`src/rtl/logic_unit_pipe.sv`:
```
// logic_unit_pipe: bitwise AND/OR/XOR/NOT into a 2-entry result FIFO, 1-cycle latency; in_ready from registered occupancy only.
// Optional macro LOGIC_CHAIN_EN adds in_chain and a chain register that can replace operand A with the last accepted result.

// fifo: generic 2-entry FIFO with a reset value for storage; pop_dat is the head entry.
// Latency 1 cycle; push_rdy is a function of registered state only.
module fifo #(
  parameter int           W       = 8,
  parameter logic [W-1:0] RST_VAL = '0
) (
  input  logic         clk,
  input  logic         rst_n,
  input  logic         push_vld,
  output logic         push_rdy,
  input  logic [W-1:0] push_dat,
  output logic         pop_vld,
  input  logic         pop_rdy,
  output logic [W-1:0] pop_dat
);
  typedef enum logic [1:0] {EMPTY = 2'd0, ONE = 2'd1, FULL = 2'd2} occ_e;

  occ_e         state, state_nxt;
  logic         wr_ptr, rd_ptr;
  logic [W-1:0] mem [2];
  logic         push, pop;

  assign push = push_vld & push_rdy;
  assign pop  = pop_vld & pop_rdy;

  always_ff @(posedge clk) begin
    if (!rst_n) state <= EMPTY;
    else        state <= state_nxt;
  end

  always_comb begin
    state_nxt = state;
    case (state)
      EMPTY:   if (push) state_nxt = ONE;
      ONE:     if (push && !pop) state_nxt = FULL;
               else if (pop && !push) state_nxt = EMPTY;
      FULL:    if (pop) state_nxt = ONE;
      default: state_nxt = EMPTY;
    endcase
  end

  always_comb begin
    push_rdy = 1'b1;
    pop_vld  = 1'b0;
    case (state)
      EMPTY:   begin push_rdy = 1'b1; pop_vld = 1'b0; end
      ONE:     begin push_rdy = 1'b1; pop_vld = 1'b1; end
      FULL:    begin push_rdy = 1'b0; pop_vld = 1'b1; end
      default: begin push_rdy = 1'b0; pop_vld = 1'b0; end
    endcase
  end

  // Storage is reset too so the head shows RST_VAL straight out of reset.
  always_ff @(posedge clk) begin
    if (!rst_n) begin
      wr_ptr <= 1'b0;
      rd_ptr <= 1'b0;
      mem[0] <= RST_VAL;
      mem[1] <= RST_VAL;
    end else begin
      if (push) begin
        mem[wr_ptr] <= push_dat;
        wr_ptr      <= ~wr_ptr;
      end
      if (pop) rd_ptr <= ~rd_ptr;
    end
  end

  assign pop_dat = mem[rd_ptr];
endmodule

module logic_unit_pipe #(
  parameter int WIDTH = 8
) (
  input  logic             clk,
  input  logic             rst_n,
  input  logic             in_valid,
  output logic             in_ready,
  input  logic [1:0]       in_op,
  input  logic [WIDTH-1:0] in_a,
  input  logic [WIDTH-1:0] in_b,
`ifdef LOGIC_CHAIN_EN
  input  logic             in_chain,
`endif
  output logic             out_valid,
  input  logic             out_ready,
  output logic [WIDTH-1:0] out_data,
  output logic             out_zero
);
  typedef struct packed {
    logic             zero;
    logic [WIDTH-1:0] data;
  } res_t;

  localparam res_t RST_RES = '{zero: 1'b1, data: '0};

  logic [WIDTH-1:0] op_a, res;
  res_t             push_dat, head;

`ifdef LOGIC_CHAIN_EN
  logic             accept;
  logic [WIDTH-1:0] chain_q;

  assign accept = in_valid & in_ready;
  assign op_a   = in_chain ? chain_q : in_a;

  // Tracks the last accepted result regardless of whether it has left the FIFO.
  always_ff @(posedge clk) begin
    if (!rst_n)      chain_q <= '0;
    else if (accept) chain_q <= res;
  end
`else
  assign op_a = in_a;
`endif

  always_comb begin
    res = '0;
    case (in_op)
      2'b00:   res = op_a & in_b;
      2'b01:   res = op_a | in_b;
      2'b10:   res = op_a ^ in_b;
      default: res = ~op_a;
    endcase
  end

  assign push_dat = '{zero: ~|res, data: res};

  fifo #(.W($bits(res_t)), .RST_VAL(RST_RES)) u_fifo (
    .clk      (clk),
    .rst_n    (rst_n),
    .push_vld (in_valid),
    .push_rdy (in_ready),
    .push_dat (push_dat),
    .pop_vld  (out_valid),
    .pop_rdy  (out_ready),
    .pop_dat  (head)
  );

  assign out_data = head.data;
  assign out_zero = head.zero;
endmodule

```
`config.mk`:
```
export PLATFORM = sky130hd
export DESIGN_NAME = logic_unit_pipe
export DESIGN_NICKNAME = d
export VERILOG_FILES = /design/src/rtl/logic_unit_pipe.sv
export SDC_FILE = /design/constraint.sdc
export NUM_CORES = 1
export LEC_CHECK = 0
export BUFFER_PORTS_ARGS = -buffer_cell sky130_fd_sc_hd__buf_4
export CORE_ASPECT_RATIO = 1.4
export CORE_UTILIZATION = 40
export DETAILED_ROUTE_END_ITERATION = 7
export PLACE_DENSITY_LB_ADDON = 0.08
export SYNTH_ARGS = -nofsm -noshare
export SYNTH_HDL_FRONTEND = slang
export SYNTH_SLANG_ARGS = --single-unit
```
`constraint.sdc`:
```
create_clock -name clk -period 3.5 [get_ports clk]
set_clock_uncertainty 0.2 [all_clocks]
set_input_delay 0.7 -clock clk [delete_from_list [all_inputs] [get_ports clk]]
set_output_delay 0.7 -clock clk [all_outputs]
set_load 0.005 [all_outputs]
```
Yosys cells after proc, flatten, opt, wreduce, memory -nomap -nowiden
Memory sizes are Yosys's and may differ from the RTL's. A register that Yosys moved wholly into a read port is not among the register bits. Cells that the tools add are included.

Equal/unequal tests: 7. Reductions and logical operators: 12. Bitwise operators: 8. Muxes and demuxes: 17.

Operators with widths (count): one-hot mux 8 bit (3 select lines) (1); 2-to-1 mux 1 bit (10); 2-to-1 mux 9 bit (1); OR reduction 9 bit (1); AND 8 bit (1); 2-to-1 mux 2 bit (4); inverter 8 bit (1); OR 8 bit (1); OR reduction 8 bit (1); XOR 8 bit (1); one-hot mux 2 bit (3 select lines) (1); equality test 2 x 1 -> 1 bit, second input constant (2); equality test 2 bit, second input constant (2); zero test 2 bit (2); != test 2 x 1 -> 1 bit, second input constant (2); OR reduction 2 bit (2); zero test 1 bit (3); != test 3 x 1 -> 1 bit, second input constant (1); AND reduction 3 bit (1); AND 1 bit (2); logical AND 1 bit (2); inverter 1 bit (2).

Bits in registers: 4. Output and inout port bits: 11. RAM bits: 18. Memories kept: 1.

Memory list: u_fifo.mem (words 2, bits a word 9, read ports 1, clocked after memory_dff 1, wr ports 2, line 23) `logic [W-1:0] mem [2];`.

Longest topological paths before layout
Depth after elaboration: 9. Gate-level depth with buffers: 7.

Cells and area by module
Synthesis repeated with hierarchy kept, for this count alone.

Cells, all modules: 143. Area total of the unflattened synthesis: 1612.8 um2.

Modules (own cells, without submodules): fifo (area an instance 1086.0 um2, instances 1, cells an instance 82); logic_unit_pipe (area an instance 526.8 um2, instances 1, cells an instance 61).

Worst setup path after synthesis
No wires, ideal clock.

Path kind: input -> register. Start: input in_a[2]. End: memory u_fifo.mem[1][8] (netlist bit), data pin. Path slack: 1.381 ns. Stages on the path: 6. Library setup time: 0.259 ns. Arrival time: 1.660 ns. Data required time: 3.041 ns. Buffers on the path: 0. Cells stage by stage: inv_1 > ha_1 > inv_1 > mux4_2 > nand4_1 > o21bai_1.

RTL lines: start, declared (line 83) `input logic [WIDTH-1:0] in_a,`; end, declared (line 23).

==> impl_results.md <==
- Slowest CP cell: dfxtp_1
- Area growth, synth to finish: 20.9%
- Met2 WL: about 1700 um
- Max Clk Rate: 432 MHz
- Clk sinks: 23
- Sw Share: 0.306
- Cell count after synthesis: 146
- Port Buffer Count: 32
- Leading area contributor after synthesis: edfxtp_1
- Final period util: 0.661
- CTS Buf Count: 3
- Drt total wl: 2870 um
- Worst path bufs/invs: 1
- Die width: 55.0 um
- Drt pass-1 iters: 4
- Max-slew violations: 0
- Die Y: 76.2 um
- Clk pwr share: 0.175
- Worst-path maximum fanout: 10
- Final ANT Viol Nets: 0
- Final Core Density: 0.512
- Final instance area: 0.00190 sq mm
- Crit-path max cell delay: 0.40 ns
- RSZ-0062 raised after global routing: no
- Maximum VDD drop: 0.000467 V
- HP Start: u_fifo.rd_ptr
- Wire per inst: between 10 and 15 um
- Status: finished clean
- Syn_area_per_cell: 10.8 sq um
- Placed cell area: 0.00185 sq mm
- Post-CTS Repair Setup Buffers: 0
- Worst min-delay path category: register to register
- Vias per cell: ~5
- Combinational Power Share: 0.397
- First-pass GRT wire length: between 4000 and 5000 um
- Initial Util: 0.424
- DRC: 0
- Fin. Hold Viols: 0
- Dominant cells by area after synthesis: edfxtp_1 (34%), ha_1 (16%), mux4_2 (11%)
- Worst EP required: 3.24 ns
- CP Launch Point: u_fifo.state[1]
- FP Rows: 26
- Pwr per Cell Area: 491 mW/mm^2
- CTS tree: done
- CTS root buf: clkbuf_8
- Reg power frac: 0.428
- Max_slew headroom: 0.721
- Data arrival time of the critical path: 2.06 ns
- Net Count, Synth: 188
- CP Class: register to register
- Finish-stage setup viols: 0
- Post-synth ARST share: 0
- Worst Setup Start Kind: register
- Post-route setup TNS: 0 ns
- Final WS setup: 1.19 ns
- Max-Cap Viols: 0
- Post-DP HPWL: 2370 um
- Syn. warnings: 0
- Max layer used: met4
- Period minus WS final: approximately 2.3 ns
- Routed length on met1: approximately 1100 um
- FF-to-FF Start: u_fifo.state[1]
- Worst-Margin Slew: 0.417 ns
- Via count: 1110
- Post-CTS Hold Buffers: 0
- Met3 wire len: ~74 um
- H-tree level count: 1
- CP delay by family, top: simple AND/OR/NAND/NOR gates
- Layout cell share with drive strength beyond 1: 0.313
- Internal: 0.000647 W
- Pin count of the biggest net entering global routing: 13
- Gp weighted congestion: around 0.74
- CP Cell Sequence: inv_1 -> ha_1 -> or2_1 -> and2_2 -> nand3_1 -> nand2_1
- # nets final: ~220
- Post-synth top cells: inv_1 (36), ha_1 (20), nor2_1 (20)
- Clk buf depth: 2
- Static Leak: 0.903 nW
- #FFs+latches synth: 23
- CTS resizes: 0
- Antenna cells: 0
- Die ar.: 0.00419 sq mm
- DR iter-0 viols: 13
- Initial antenna violation count: 0
- Top Ports: 33
- Post-synth EDFFs: 18
- Post-synth cell types: 30
- Clk_lat worst skew: 0.26 ns
- Crit. End Element: register
- Most common flop cell mapped by yosys: edfxtp_1
- Area of the mapped netlist: roughly 0.0016 sq mm
- Vias in the first global route: 1090
- GRT Total Usage: 0.156
- Core ar.: 0.00371 sq mm
- Most instantiated library cell after synthesis: inv_1
- Clock-pin slew on the worst setup and hold paths: 0.08 ns
- Gr ovfl total: 0
- P_sw: between 0.0002 and 0.0003 W
- Synth top area share: 0.344
- Pre-CTS setup slack: roughly 1.2 ns
- Sequential share of the synthesized area: 0.408
- Fillers: between 300 and 400
==> cell type report <==
| type | instances | area [sq um] | area share |
|---|---|---|---|
| multi-input cells | 83 | 778 | 0.410 |
| well taps | 42 | 52.6 | 0.0277 |
| inverters | 36 | 135 | 0.0711 |
| flip-flops and latches | 23 | 641 | 0.337 |
| repair buffers | 33 | 248 | 0.130 |
| clock buffers | 4 | 45.0 | 0.0237 |
==> cells in the final DEF, fill, tap and decap left out <==
cell      synthesis  final
clkbuf_8          0      3
or2_1             1      1
or3_1             1      1
ha_1             20     20
o21bai_1          2      2
a21oi_1           2      2
dfxtp_1           5      5
and2_2            1      1
o21a_1            1      1
o31a_2            1      1
nand3_1           1      1
mux4_2            8      8
nand2b_1          1      1
edfxtp_1         18     18
o31ai_1           1      1
nand4_1           2      2
nor4_1            1      1
mux2_2            9      9
clkbuf_1          2      1
or4b_1            1      1
nand3b_1          1      1
o21ai_0           1      1
nor2_1           20     20
xor2_1            1      1
xnor2_1           1      1
and2b_2           1      1
inv_1            36     36
and3_1            1      1
nor3_1            1      1
nand2_1           3      3
buf_4             0     33
==> routing by layer <==
layer / up-vias / GRT usage
met5: - / 0
met4: 0 / 0.0750
met3: 5 / 0.0180
met2: 19 / 0.295
met1: 536 / 0.152
li1: 550 / -
==> state kept, by name, indices dropped and copies added (netlist names), named ones only <==
register,flops
u_fifo.mem,18
u_fifo.state,2
u_fifo.rd_ptr,1
u_fifo.wr_ptr,1
==> path summary, 6_finish.rpt <==
check	end	slack (ns)	depth (start not counted)
worst max register to register	u_fifo.mem[1][0]	1.19	6
worst min-delay path	u_fifo.rd_ptr	0.32	2
worst max-delay path	u_fifo.mem[1][0]	1.19	6
worst min register to register	u_fifo.rd_ptr	0.32	2
==> through the flow <==
step                      std cells  total power, W  hold slack [ns]
after global routing            221        0.000989            0.353
final                           221        0.000932            0.316
after global placement          217        0.000761            0.286
after detailed placement        217        0.000779            0.292
after CTS                       221        0.000939            0.320
after floorplan                 146        0.000619            0.272
==> worst min-delay path: cells and delay by family (launching register included) <==
| family | cells | cell delay, ns |
|---|---|---|
| flip-flops | 1 | 0.33 |
| XOR/XNOR | 1 | 0.08 |
| AND/OR/NAND/NOR | 1 | 0.08 |
==> power by group through the flow <==
stage / clock (W) / combinational (W) / sequential (W)
after floorplan: 0 / 0.000235 / 0.000384
after global placement: 0 / 0.000358 / 0.000402
after detailed placement: 0 / 0.000373 / 0.000406
after CTS: 0.000163 / 0.000375 / 0.000400
after global routing: 0.000173 / 0.000408 / 0.000408
final: 0.000163 / 0.000370 / 0.000399
==> cell families (layout without fill, tap and decap cells) <==
| group | after synthesis | count (layout) | share of synthesized area |
|---|---|---|---|
| flops | 23 | 23 | 0.408 |
| simple gates | 36 | 36 | 0.111 |
| compound gates | 8 | 8 | 0.0350 |
| fa+ha+maj | 20 | 20 | 0.159 |
| buf+inv | 40 | 73 | 0.0971 |
| mux | 17 | 17 | 0.179 |
| xor+xnor | 2 | 2 | 0.0111 |
Note: power is estimated with default switching activity, not from simulation.
